<file path="config.mk">
export PLATFORM = sky130hd
export DESIGN_NAME = mips32_mem_arbiter_flat
export DESIGN_NICKNAME = d
export VERILOG_FILES = /design/src/rtl/mips32_pkg.sv /design/src/rtl/mips32_mem_arbiter_if.sv /design/src/rtl/mips32_arb_prio.sv /design/src/rtl/mips32_mem_arbiter.sv /design/src/flat_wrapper.sv
export SDC_FILE = /design/constraint.sdc
export NUM_CORES = 1
export LEC_CHECK = 0
export CAP_MARGIN = 20
export CORE_MARGIN = 2
export CORE_UTILIZATION = 40
export DETAILED_ROUTE_END_ITERATION = 10
export PLACE_DENSITY = 0.85
export SYNTH_ARGS = -nofsm -noshare
export SYNTH_HDL_FRONTEND = slang
export SYNTH_HIERARCHICAL = 1
export SYNTH_SLANG_ARGS = --single-unit
export TNS_END_PERCENT = 10
</file>
<file path="constraint.sdc">
create_clock -name clk1 -period 5.65 [get_ports clk1]
set_input_delay 0.565 -clock clk1 [delete_from_list [all_inputs] [get_ports clk1]]
set_output_delay 0.565 -clock clk1 [all_outputs]
set_load 0.01 [all_outputs]
</file>
<file path="src/rtl/mips32_pkg.sv">
// Shared mips32 definitions: arbiter state/owner encodings, bus-width defaults
// and the instruction opcode/type constants used across the pipeline.
package mips32_pkg;

  localparam int AW_DEF = 10;
  localparam int DW_DEF = 32;

  localparam logic [5:0] OP_RTYPE = 6'h00;
  localparam logic [5:0] OP_J     = 6'h02;
  localparam logic [5:0] OP_BEQ   = 6'h04;
  localparam logic [5:0] OP_ADDI  = 6'h08;
  localparam logic [5:0] OP_SLTI  = 6'h0A;
  localparam logic [5:0] OP_LW    = 6'h23;
  localparam logic [5:0] OP_SW    = 6'h2B;
  localparam logic [5:0] OP_HLT   = 6'h3F;

  typedef enum logic [2:0] {
    RR_ALU, RM_ALU, LOAD, STORE, BRANCH, HALT
  } instr_type_e;

  typedef enum logic {OWN_IF, OWN_DM} owner_e;

  typedef enum logic [1:0] {IDLE, WAIT, RESP} arb_state_e;

endpackage

</file>
<file path="src/rtl/mips32_mem_arbiter_if.sv">
// Fetch, data and memory-array signals of the unified memory arbiter.
// master = the arbiter's view; slave = the pipeline/memory side.
interface mips32_mem_arbiter_if #(
  parameter int AW = mips32_pkg::AW_DEF,
  parameter int DW = mips32_pkg::DW_DEF
);
  logic          if_req;
  logic [AW-1:0] if_addr;
  logic          if_gnt;
  logic          if_rvalid;
  logic [DW-1:0] if_rdata;

  logic          dm_req;
  logic          dm_we;
  logic [AW-1:0] dm_addr;
  logic [DW-1:0] dm_wdata;
  logic          dm_gnt;
  logic          dm_rvalid;
  logic [DW-1:0] dm_rdata;

  logic          mem_en;
  logic          mem_we;
  logic [AW-1:0] mem_addr;
  logic [DW-1:0] mem_wdata;
  logic [DW-1:0] mem_rdata;

  modport master (
    input  if_req, if_addr, dm_req, dm_we, dm_addr, dm_wdata, mem_rdata,
    output if_gnt, if_rvalid, if_rdata, dm_gnt, dm_rvalid, dm_rdata,
           mem_en, mem_we, mem_addr, mem_wdata
  );

  modport slave (
    output if_req, if_addr, dm_req, dm_we, dm_addr, dm_wdata, mem_rdata,
    input  if_gnt, if_rvalid, if_rdata, dm_gnt, dm_rvalid, dm_rdata,
           mem_en, mem_we, mem_addr, mem_wdata
  );
endinterface

</file>
<file path="src/rtl/mips32_arb_prio.sv">
// Winner select for the memory arbiter: data beats fetch unless fetch has
// watched STARVE_MAX data grants go by, in which case fetch is forced through.
module mips32_arb_prio #(
  parameter int STARVE_MAX = 4
) (
  input  logic clk1,
  input  logic rst,
  input  logic idle,
  input  logic halted,
  input  logic flush,
  input  logic if_req,
  input  logic dm_req,
  output logic if_win,
  output logic dm_win
);
  localparam int SW = $clog2(STARVE_MAX + 1);
  localparam logic [SW-1:0] STARVE_SAT = SW'(STARVE_MAX);

  logic [SW-1:0] starve_q, starve_d;
  logic          grant_ok, if_elig, if_forced;

  // NOTE: every signal written here gets a default first, so no path can infer a latch.
  always_comb begin
    grant_ok  = idle && !halted && !rst;
    if_elig   = if_req && !flush;
    if_forced = if_elig && (starve_q == STARVE_SAT);
    if_win    = grant_ok && if_elig && (if_forced || !dm_req);
    dm_win    = grant_ok && dm_req && !if_forced;

    starve_d = starve_q;
    if (if_win || (idle && !if_req)) begin
      starve_d = '0;
    end else if (dm_win && if_req && (starve_q != STARVE_SAT)) begin
      starve_d = starve_q + SW'(1);
    end
  end

  // NOTE: synchronous reset is tested inside the clocked block, and state uses <= so every register samples pre-edge values.
  always_ff @(posedge clk1) begin
    if (rst) starve_q <= '0;
    else     starve_q <= starve_d;
  end

endmodule

</file>
<file path="src/rtl/mips32_mem_arbiter.sv">
// Shares one fixed-latency memory between fetch and the MEM-stage port:
// IDLE grants one access, WAIT counts the memory latency, RESP strobes rvalid.
module mips32_mem_arbiter
  import mips32_pkg::*;
#(
  parameter int AW         = AW_DEF,
  parameter int DW         = DW_DEF,
  parameter int MEM_LAT    = 2,
  parameter int STARVE_MAX = 4
) (
  input  logic                 clk1,
  input  logic                 rst,
  input  logic                 halted,
  input  logic                 flush,
  mips32_mem_arbiter_if.master bus
);
  localparam int LW = (MEM_LAT > 1) ? $clog2(MEM_LAT) : 1;
  localparam logic [LW-1:0] LAT_INIT = LW'(MEM_LAT - 1);

  arb_state_e    state_q, state_d;
  owner_e        owner_q, owner_d;
  logic [LW-1:0] lat_q, lat_d;
  logic          cancel_q, cancel_d;
  logic          we_q, we_d;
  logic [DW-1:0] if_rdata_q, if_rdata_d;
  logic [DW-1:0] dm_rdata_q, dm_rdata_d;
  logic          if_win, dm_win;
  logic [AW-1:0] addr_sel;

  mips32_arb_prio #(.STARVE_MAX(STARVE_MAX)) u_prio (
    .clk1   (clk1),
    .rst    (rst),
    .idle   (state_q == IDLE),
    .halted (halted),
    .flush  (flush),
    .if_req (bus.if_req),
    .dm_req (bus.dm_req),
    .if_win (if_win),
    .dm_win (dm_win)
  );

  // The memory strobes exist only in the grant cycle and follow the winner.
  always_comb begin
    addr_sel = '0;
    if (dm_win)      addr_sel = bus.dm_addr;
    else if (if_win) addr_sel = bus.if_addr;
  end

  assign bus.if_gnt    = if_win;
  assign bus.dm_gnt    = dm_win;
  assign bus.mem_en    = if_win || dm_win;
  assign bus.mem_we    = dm_win && bus.dm_we;
  assign bus.mem_addr  = addr_sel;
  assign bus.mem_wdata = (dm_win && bus.dm_we) ? bus.dm_wdata : '0;

  always_comb begin
    state_d    = state_q;
    owner_d    = owner_q;
    lat_d      = lat_q;
    cancel_d   = cancel_q;
    we_d       = we_q;
    if_rdata_d = if_rdata_q;
    dm_rdata_d = dm_rdata_q;

    unique case (state_q)
      IDLE: begin
        if (if_win || dm_win) begin
          state_d  = WAIT;
          owner_d  = dm_win ? OWN_DM : OWN_IF;
          we_d     = dm_win && bus.dm_we;
          lat_d    = LAT_INIT;
          cancel_d = 1'b0;
        end
      end
      WAIT: begin
        if (owner_q == OWN_IF && flush) cancel_d = 1'b1;
        if (lat_q == '0) begin
          state_d = RESP;
          if (owner_q == OWN_DM) dm_rdata_d = we_q ? '0 : bus.mem_rdata;
          else                   if_rdata_d = bus.mem_rdata;
        end else begin
          lat_d = lat_q - LW'(1);
        end
      end
      RESP: begin
        state_d = IDLE;
      end
      default: state_d = IDLE;
    endcase
  end

  always_ff @(posedge clk1) begin
    if (rst) begin
      state_q    <= IDLE;
      owner_q    <= OWN_IF;
      lat_q      <= '0;
      cancel_q   <= 1'b0;
      we_q       <= 1'b0;
      if_rdata_q <= '0;
      dm_rdata_q <= '0;
    end else begin
      state_q    <= state_d;
      owner_q    <= owner_d;
      lat_q      <= lat_d;
      cancel_q   <= cancel_d;
      we_q       <= we_d;
      if_rdata_q <= if_rdata_d;
      dm_rdata_q <= dm_rdata_d;
    end
  end

  // A flush landing in the response cycle itself still kills the wrong-path fetch.
  assign bus.if_rvalid = (state_q == RESP) && (owner_q == OWN_IF) && !cancel_q && !flush;
  assign bus.dm_rvalid = (state_q == RESP) && (owner_q == OWN_DM);
  assign bus.if_rdata  = if_rdata_q;
  assign bus.dm_rdata  = dm_rdata_q;

endmodule

</file>
<file path="src/flat_wrapper.sv">
// flat-port wrapper written by rule: the top's interface ports become plain ports
module mips32_mem_arbiter_flat import mips32_pkg::*;
#(
  parameter int AW         = AW_DEF,
  parameter int DW         = DW_DEF,
  parameter int MEM_LAT    = 2,
  parameter int STARVE_MAX = 4
)
  (clk1, rst, halted, flush, bus_if_req, bus_if_addr, bus_dm_req, bus_dm_we, bus_dm_addr, bus_dm_wdata, bus_mem_rdata, bus_if_gnt, bus_if_rvalid, bus_if_rdata, bus_dm_gnt, bus_dm_rvalid, bus_dm_rdata, bus_mem_en, bus_mem_we, bus_mem_addr, bus_mem_wdata);
  mips32_mem_arbiter_if #(.AW(AW), .DW(DW)) bus_i ();
  input  logic clk1;
  input  logic rst;
  input  logic halted;
  input  logic flush;
  input wire logic [$bits(bus_i.if_req)-1:0] bus_if_req;
  input wire logic [$bits(bus_i.if_addr)-1:0] bus_if_addr;
  input wire logic [$bits(bus_i.dm_req)-1:0] bus_dm_req;
  input wire logic [$bits(bus_i.dm_we)-1:0] bus_dm_we;
  input wire logic [$bits(bus_i.dm_addr)-1:0] bus_dm_addr;
  input wire logic [$bits(bus_i.dm_wdata)-1:0] bus_dm_wdata;
  input wire logic [$bits(bus_i.mem_rdata)-1:0] bus_mem_rdata;
  output wire logic [$bits(bus_i.if_gnt)-1:0] bus_if_gnt;
  output wire logic [$bits(bus_i.if_rvalid)-1:0] bus_if_rvalid;
  output wire logic [$bits(bus_i.if_rdata)-1:0] bus_if_rdata;
  output wire logic [$bits(bus_i.dm_gnt)-1:0] bus_dm_gnt;
  output wire logic [$bits(bus_i.dm_rvalid)-1:0] bus_dm_rvalid;
  output wire logic [$bits(bus_i.dm_rdata)-1:0] bus_dm_rdata;
  output wire logic [$bits(bus_i.mem_en)-1:0] bus_mem_en;
  output wire logic [$bits(bus_i.mem_we)-1:0] bus_mem_we;
  output wire logic [$bits(bus_i.mem_addr)-1:0] bus_mem_addr;
  output wire logic [$bits(bus_i.mem_wdata)-1:0] bus_mem_wdata;
  assign bus_i.if_req = bus_if_req;
  assign bus_i.if_addr = bus_if_addr;
  assign bus_i.dm_req = bus_dm_req;
  assign bus_i.dm_we = bus_dm_we;
  assign bus_i.dm_addr = bus_dm_addr;
  assign bus_i.dm_wdata = bus_dm_wdata;
  assign bus_i.mem_rdata = bus_mem_rdata;
  assign bus_if_gnt = bus_i.if_gnt;
  assign bus_if_rvalid = bus_i.if_rvalid;
  assign bus_if_rdata = bus_i.if_rdata;
  assign bus_dm_gnt = bus_i.dm_gnt;
  assign bus_dm_rvalid = bus_i.dm_rvalid;
  assign bus_dm_rdata = bus_i.dm_rdata;
  assign bus_mem_en = bus_i.mem_en;
  assign bus_mem_we = bus_i.mem_we;
  assign bus_mem_addr = bus_i.mem_addr;
  assign bus_mem_wdata = bus_i.mem_wdata;
  mips32_mem_arbiter #(.AW(AW), .DW(DW), .MEM_LAT(MEM_LAT), .STARVE_MAX(STARVE_MAX)) u_core (.clk1(clk1), .rst(rst), .halted(halted), .flush(flush), .bus(bus_i));
endmodule
</file>
Word-level counts from Yosys, hierarchy flattened
Cells that the tools add are included.
Cells by class
  bitwise gates (word level): 2
  equality and inequality tests: 7
  muxes and demuxes: 14
  $add $sub $neg: 2
  reduce and logical (&&, ||, !) cells: 36
Operators with widths (count)
  $mux W32: 2
  $mux W10: 2
  $logic_and A1 B1 Y1: 17
  $reduce_and A3 Y1: 3
  $logic_not A1 Y1: 7
  $reduce_and A2 Y1: 3
  $mux W1: 5
  $mux W2: 2
  $ne A2 B2 Y1 const B: 2
  $pmux W1 S2: 2
  $pmux W2 S2: 1
  $add A3 B1 Y3 const B: 1
  $eq A3 B3 Y1 const B: 1
  $logic_or A1 B1 Y1: 3
  $ne A3 B3 Y1 const B: 1
  $eq A2 B1 Y1 const B: 1
  $eq A2 B2 Y1 const B: 1
  $logic_not A2 Y1: 1
  $ne A2 B1 Y1 const B: 1
  $not A1 Y1: 2
  $reduce_bool A2 Y1: 1
  $reduce_or A2 Y1: 1
  $sub A1 B1 Y1 const B: 1
Word-level totals
  output and inout port bits: 112
  word-level logic and storage cells: 69
  register bits: 73
  input port bits: 91

Logic depth before layout (Yosys ltp)
Gate-level depths: netlist of the first run.
  depth after elaboration: 8
  mapped depth: 8
  mapped depth without buffers: 7

Hierarchy
The synthesis of the first run kept the hierarchy.
By module, submodules not included
  mips32_mem_arbiter: cells each 370, times used 1, seq. area each 1401.3 um^2, area an instance 2991.6 um^2
  mips32_arb_prio: cells each 27, times used 1, seq. area each 60.1 um^2, area an instance 250.2 um^2

Worst setup path before layout of the first run
No wires, ideal clock.
  kind: register to output
  start point: register u_core.state_q[0]
  end point: output port bus_mem_addr[0]
  data arrival time: 2.279 ns
  buffers on the path: 2
  setup slack: 2.806 ns
  data required time: 5.085 ns
  stages on the path, launching flop included: 8
  cells stage by stage: dfxtp_1 > buf_2 > nor2_1 > or3b_1 > nor4b_2 > nor2b_1 > clkbuf_1 > a22o_1
On the way
  word-level cells in the longest chain between the ends: 7
  elaborated cells between the ends (all ways): 9
  classes of those cells: mux: 2; reduce/logical: 7
Ends and longest elaborated chain
  start: declaration: line mips32_mem_arbiter.sv:20  | arb_state_e state_q, state_d;
  start signal: assignment: line mips32_mem_arbiter.sv:102  | state_q <= state_d;
  $logic_not A2 Y1: line mips32_mem_arbiter.sv:33  | .idle (state_q == IDLE),
  $logic_and A1 B1 Y1 (2 in a row): line mips32_arb_prio.sv:24  | grant_ok = idle && !halted && !rst;
  $logic_and A1 B1 Y1 (2 in a row): line mips32_arb_prio.sv:27  | if_win = grant_ok && if_elig && (if_forced || !dm_req);
  net bus_if_gnt: line flat_wrapper.sv:22  | output wire logic [$bits(bus_i.if_gnt)-1:0] bus_if_gnt;
  $mux W10: line mips32_mem_arbiter.sv:46  | else if (if_win) addr_sel = bus.if_addr;
  $mux W10: line mips32_mem_arbiter.sv:45  | if (dm_win) addr_sel = bus.dm_addr;
  end: declaration: line flat_wrapper.sv:30  | output wire logic [$bits(bus_i.mem_addr)-1:0] bus_mem_addr;
The timed path passes the listed nets, and every way through them passes these cells.

Worst setup path after layout of the first run
  start point: register u_core.state_q[1]
  end point: output port bus_mem_addr[4]
On the way
  word-level cells in the longest chain between the ends: 7
  elaborated cells between the ends (all ways): 9
  classes of those cells: mux: 2; reduce/logical: 7
Ends and longest elaborated chain (line)
  $logic_not A2 Y1 (*): mips32_mem_arbiter.sv:33
  $logic_and A1 B1 Y1 (*) (2 in a row): mips32_arb_prio.sv:24
  $logic_and A1 B1 Y1 (2 in a row): mips32_arb_prio.sv:27
  $mux W10: mips32_mem_arbiter.sv:46
  $mux W10 (*): mips32_mem_arbiter.sv:45
Every way passes the cells marked *; elsewhere a longest branch is shown, timed or not.

==> results of run 1 <==
-- routing by layer --
layer  track usage (%)  up-vias  part of all wire, %
li1                  -     1727                    -
met5                 0        -                    0
met4              9.66        0                  2.3
met2              43.0      173                   52
met1              25.4     1579                   37
met3              7.30       21                  8.8
-- registers in the layout (all words and copies together) (netlist names) --
name                    count
u_core/bus.dm_rdata        32
u_core/bus.if_rdata        32
u_core/cancel_q             1
u_core/lat_q                1
u_core/owner_q              1
u_core/state_q              2
u_core/u_prio/starve_q      3
u_core/we_q                 1
-- cells in the mapped netlist (all sizes together) --
cell     number  area (sq um)
and4bb        1          12.5
a21oi        67           335
o31ai         1          7.51
and3         33           206
nor3b         1          12.5
o21ai         1          5.00
o21a          1          7.51
nand2b        1          6.26
or4b          1          10.0
nand3b       32           240
nor4          1          6.26
and2          1          6.26
nor4b         3          47.5
a211oi        1          7.51
nor2          4          15.0
clkbuf       21          78.8
nand2        98           368
nand4         2          12.5
a41oi         2          17.5
nand4b        1          8.76
nand3         1          5.00
o311ai        1          8.76
nor3          1          5.00
or3b          1          8.76
a21boi        1          11.3
a2111oi       1          8.76
nand4bb       1          11.3
o211ai        1          7.51
a22o         11          96.3
inv           7          26.3
nor2b         2          12.5
ha            2          25.0
dfxtp        73          1460
a21o          1          7.51
a311oi        2          17.5
buf          17           111
a31oi         1          6.26
-- cell type report --
cell class | instances | area [sq um]
Clock inverter | 3 | 46.3
Sequential cell | 73 | 1460
Multi-Input combinational cell | 279 | 1560
Tap cell | 102 | 128
Fill cell | 625 | 2340
Inverter | 7 | 26.3
Clock buffer | 13 | 179
Timing Repair Buffer | 207 | 2060
-- critical path, cell delays in order, from the launching register on --
cell and delay, ns:
dfxtp_1 0.42, nor2_1 0.39, or3b_1 0.47, nor4b_2 0.45, nor2b_1 0.58, a22o_1 0.24, clkdlybuf4s50_1 0.55
-- through the flow --
step           util (%)  total power, mW  instances  worst slack [ns]
4_1_cts            70.0             1.18        684              1.63
2_1_floorplan         -            0.621        397              2.81
3_5_place_dp       67.1            0.739        668              1.78
6_report           70.0             1.17        684              1.64
3_3_place_gp       66.9            0.733        667              1.90
5_1_grt            70.0             1.21        684              1.43
-- power by group --
group	internal, mW	switching [mW]	total, mW
sequential	0.528	0.0125	0.541
clock	0.253	0.188	0.441
combinational	0.110	0.0764	0.187
total	0.892	0.277	1.17
-- cells by family after synthesis --
family | synth area share, %
AOI/OAI and AO/OA | 16.8
adders and majority gates | 0.772
buffers and inverters | 6.68
DFF | 45.1
and+or+nand+nor | 30.7
-- final timing paths --
check                                                     startpoint                              endpoint  slack (ns)  cells after the start
worst min register to register  u_core/bus.dm_rdata[25]$_SDFFE_PP0P_  u_core/bus.dm_rdata[25]$_SDFFE_PP0P_        0.45                      2
worst max-delay path                  u_core/state_q[1]$_SDFFE_PP0P_                       bus_mem_addr[4]        1.64                      6
worst min-delay path            u_core/bus.dm_rdata[25]$_SDFFE_PP0P_  u_core/bus.dm_rdata[25]$_SDFFE_PP0P_        0.45                      2
worst max register to register        u_core/state_q[1]$_SDFFE_PP0P_              u_core/we_q$_SDFFE_PP0P_        3.32                      6
==> summary.txt, run 1 <==
final worst path period share = 71.0%
GR Overflow Total = 0
skew final = 0.0116 ns
H-Tree Depth = 3
layout cells sized above 1 = 4.64%
I/O pin cnt = 203
ant diodes = 0
total die area = 8840 sq um
Hold Path Class = flip-flop to flip-flop
CTS clk-pin slew, worst paths = 0.08 ns
hold buffer count at CTS = 0
IO Port Bufs = 202
vias per cell = 5.12
CTS tree = built
Cell Area, Synth = 3240 sq um
crit end category = output port
syn_nets = 490
Initial Util = 41.5%
RSZ-0062 raised after global routing = false
Root Buffer = clkbuf_8
Peak VDD IR = 0.0861 mV
sequential area share after synthesis = 45.1%
Pins Over Slew Limit = 0
pwr dens = 214 nW/um^2
Routed WL = 10700 um
Ys Warns = 6
Worst-Margin Slew = 0.970 ns
Final Setup Violations = 0
Critical Path RT = 5.09 ns
Pre-antenna DRT Iters = 4
most common cell after layout, fill and taps aside = clkdlybuf4s50_1
first-pass GRT wire length = 16300 um
Area Overhead vs Synth = 68.6%
crit path launch type = flip-flop
die height = 94.0 um
Antenna Nets Post-Route = 0
CP Data Arrival Time = 3.44 ns
clk buf depth = 2
detailed placement HPWL = 7690 um
post-cts repair resize count = 0
Mapped Cells = 397
clk sinks = 73
critical path class = flip-flop to output port
fin area = 5470 sq um
all-layer global routing usage = 23.7%
Max Cap Viol = 0
dpl cell area = 5240 sq um
Avg Inst Size Synth = 8.17 sq um
drt first-iter violations = 114
GPL Wtd Cong = 0.840
antenna violations before repair = 0
pin count of the biggest net entering global routing = 76
later-pin clock latency in the skew report = 0.34 ns
P_leak = 1.95 nW
Yosys reg bits = 73
Max-slew headroom = 35.3%
Final nets = 670
Fin Setup TNS = 0 ns
Final Hold Fails = 0
drt wl/cell = 15.6 um
vias in the first global route = 3365
row cnt = 32
final hold slack = 0.454 ns
Synth cell types = 41
Die X = 94.0 um
Tmin final = 4.01 ns
most frequent cells in the layout = 201 x clkdlybuf4s50_1, 98 x nand2_1, 73 x dfxtp_1
TritonCTS Buffers = 9
post-CTS setup repair buffer count = 0
DRC viols = 0
outcome = finished, final reports clean
FMAX = 249 MHz
CP Max Fanout = 11
Core ar. = 7810 sq um
routed via count = 3500
(Power assumes the default switching activity.)
==> run 2, diff against run 1 <==
Settings changed: CORE_UTILIZATION 40 to 33, PLACE_DENSITY 0.85 to 0.75.
Clock period 5.65 ns to 3.65 ns, I/O delays scaled along.
==> summary.txt, run 2 (synthesized netlist as in run 1, its figures left out) <==
drt first-iter violations = 114 (unchanged)
crit end category = output port
CP startpoint = u_core/state_q[1]$_SDFFE_PP0P_
Critical Path Max Stage Delay = 0.60 ns (+0.02 ns)
Storage cell area = 1460 sq um (unchanged)
P_sw = 0.434 mW (+57%)
die height = 103 um (+9.7%)
Worst-Margin Slew = 0.971 ns (+0.00134 ns)
final hold slack = 0.422 ns (-0.0321 ns)
I/O pin cnt = 203 (unchanged)
total die area = 10600 sq um (+20%)
GR Overflow Total = 0 (unchanged)
Antenna Nets Post-Route = 0 (unchanged)
first-pass GRT wire length = 16500 um (+1.2%)
Final nets = 672 (+0.30%)
crit path launch type = flip-flop
r2r endpoint = u_core/we_q$_SDFFE_PP0P_
Area Overhead vs Synth = 70.3%
R2R setup slack = 1.58 ns (-1.74 ns)
hold buffer count at CTS = 0 (unchanged)
P_leak = 1.96 nW (+0.52%)
final worst path period share = 94.4%
placed cell count = 701 (+4.9%)
R2R Path Start = u_core/state_q[1]$_SDFFE_PP0P_
Core Util, Final = 57.3% (-13 points)
most common cell after layout, fill and taps aside = clkdlybuf4s50_1
GPL Wtd Cong = 0.781 (-7.0%)
most frequent cells in the layout = 201 x clkdlybuf4s50_1, 98 x nand2_1, 73 x dfxtp_1
CTS clk-pin slew, worst paths = 0.08 ns (about the same)
Max Cap Viol = 0 (unchanged)
Worst Reg2Reg Path Length in Cells = 7 (+1)
post-CTS setup repair buffer count = 0 (unchanged)
Core ar. = 9640 sq um (+23%)
CTS tree = built
vias per cell = 4.93 (-3.7%)
skew final = 0.00814 ns (-0.00350 ns)
Routed WL = 10700 um (+0.63%)
dpl cell area = 5310 sq um (+1.3%)
pin count of the biggest net entering global routing = 75 (-1.3%)
ant diodes = 0 (unchanged)
all-layer global routing usage = 20.1% (-3.6 points)
outcome = finished, final reports clean
total power = 1.81 mW (+55%)
Fin Setup TNS = 0 ns (unchanged)
IO Port Bufs = 202 (unchanged)
Max-slew headroom = 35.2% (-0.089 points)
Internal Pwr Total = 1.38 mW (+54%)
clk buf depth = 2 (unchanged)
row cnt = 36 (+13%)
worst setup margin = 0.206 ns (-1.44 ns)
detailed placement HPWL = 7780 um (+1.3%)
Pre-antenna DRT Iters = 4 (unchanged)
CP cell instances = nor2_1 -> or3b_1 -> nor4b_2 -> nor2b_1 -> a22o_1 -> clkdlybuf4s50_1
H-Tree Depth = 3 (unchanged)
Final Hold Fails = 0 (unchanged)
sw frac = 24.0% (+0.28 points)
Final Non-Filler Cells = 716 (+4.7%)
routed via count = 3528 (+0.80%)
DRC viols = 0 (unchanged)
Crit path depth = 6 (unchanged)
CP max stage cell = nor2b_1
Tmin final = 3.44 ns
CP Data Arrival Time = 3.08 ns (-0.36 ns)
TritonCTS Buffers = 9 (unchanged)
later-pin clock latency in the skew report = 0.33 ns (about the same)
antenna violations before repair = 0 (unchanged)
Comb power frac = 16.2% (+0.2 points)
FMAX = 290 MHz
Peak VDD IR = 0.157 mV (+83%)
Final Setup Violations = 0 (unchanged)
fin area = 5520 sq um (+1.0%)
layout cells sized above 1 = 4.80% (+0.16 points)
Pins Over Slew Limit = 0 (unchanged)
crit-path leading delay family = simple AND/OR/NAND/NOR gates
Sequential Power Share = 46.2% (about the same)
critical path class = flip-flop to output port
Die X = 103 um (+9.7%)
clock network power share = 37.6% (about the same)
Crit path buffers/inverters = 1 (unchanged)
drt wl/cell = 15.0 um (-3.9%)
Worst Setup EP = bus_mem_addr[0]
pwr dens = 328 nW/um^2 (+53%)
CP Max Fanout = 11 (unchanged)
pre-CTS WS = 0.385 ns (-1.40 ns)
worst hold stages = 4 (+2)
clk sinks = 73 (unchanged)
vias in the first global route = 3408 (+1.3%)
Critical Path RT = 3.28 ns (-1.81 ns)
area of the multi-input gates = 1560 sq um (unchanged)
Root Buffer = clkbuf_8
RSZ-0062 raised after global routing = false
Hold Path Class = input port to flip-flop
post-cts repair resize count = 0 (unchanged)
Initial Util = 33.6% (-7.9 points)
Fill cells = 924 (+48%)
[run 2: changes by cell type in the layout (fill, tap and decap cells not counted)]
cell / change
clkbuf_8: -4
buf_8: -1
inv_6: +2
buf_4: +2
bufinv_16: +1
clkinv_2: +1
buf_16: +1
clkinv_4: -1
[run 2: power groups by stage]
stage	Clock, mW	Combinational (mW)	Sequential [mW]
floorplan	0	0.105	0.857
global placement	0	0.285	0.854
detailed placement	0	0.293	0.856
CTS	0.705	0.295	0.837
global route	0.742	0.316	0.841
finish	0.681	0.293	0.837
[run 2: final cells by class]
type	count	area share, %
timing repair buffer	209	37.8
multi-input combinational	279	28.3
sequential	73	26.5
tap	133	3.01
clock buffer	9	2.24
clock inverter	6	1.63
inverter	7	0.476
[run 2: metal layers]
metal / up-vias / global-route usage, % / part of all wire, %
li1: 1732 / - / -
met1: 1618 / 21.7 / 38
met2: 168 / 36.6 / 51
met3: 10 / 7.05 / 9.3
met4: 0 / 6.58 / 1.4
met5: - / 0 / 0
[run 2: tightest hold or removal path: cells and delay by family]
kind,cells,cell delay (ns)
AND/OR/NAND/NOR,2,0.14
buffers and inverters,1,0.11
AO/OA/AOI/OAI,1,0.08
[run 2: how the worst min path moves through the flow]
stage                                         start                                endpoint
2_1_floorplan                                   rst  u_core/u_prio/starve_q[0]$_SDFFE_PP0P_
3_3_place_gp    u_core/bus.dm_rdata[1]$_SDFFE_PP0P_     u_core/bus.dm_rdata[1]$_SDFFE_PP0P_
3_5_place_dp   u_core/bus.dm_rdata[10]$_SDFFE_PP0P_    u_core/bus.dm_rdata[10]$_SDFFE_PP0P_
4_1_cts                                         rst  u_core/u_prio/starve_q[1]$_SDFFE_PP0P_
5_1_grt                                         rst  u_core/u_prio/starve_q[1]$_SDFFE_PP0P_
6_report                                        rst  u_core/u_prio/starve_q[1]$_SDFFE_PP0P_
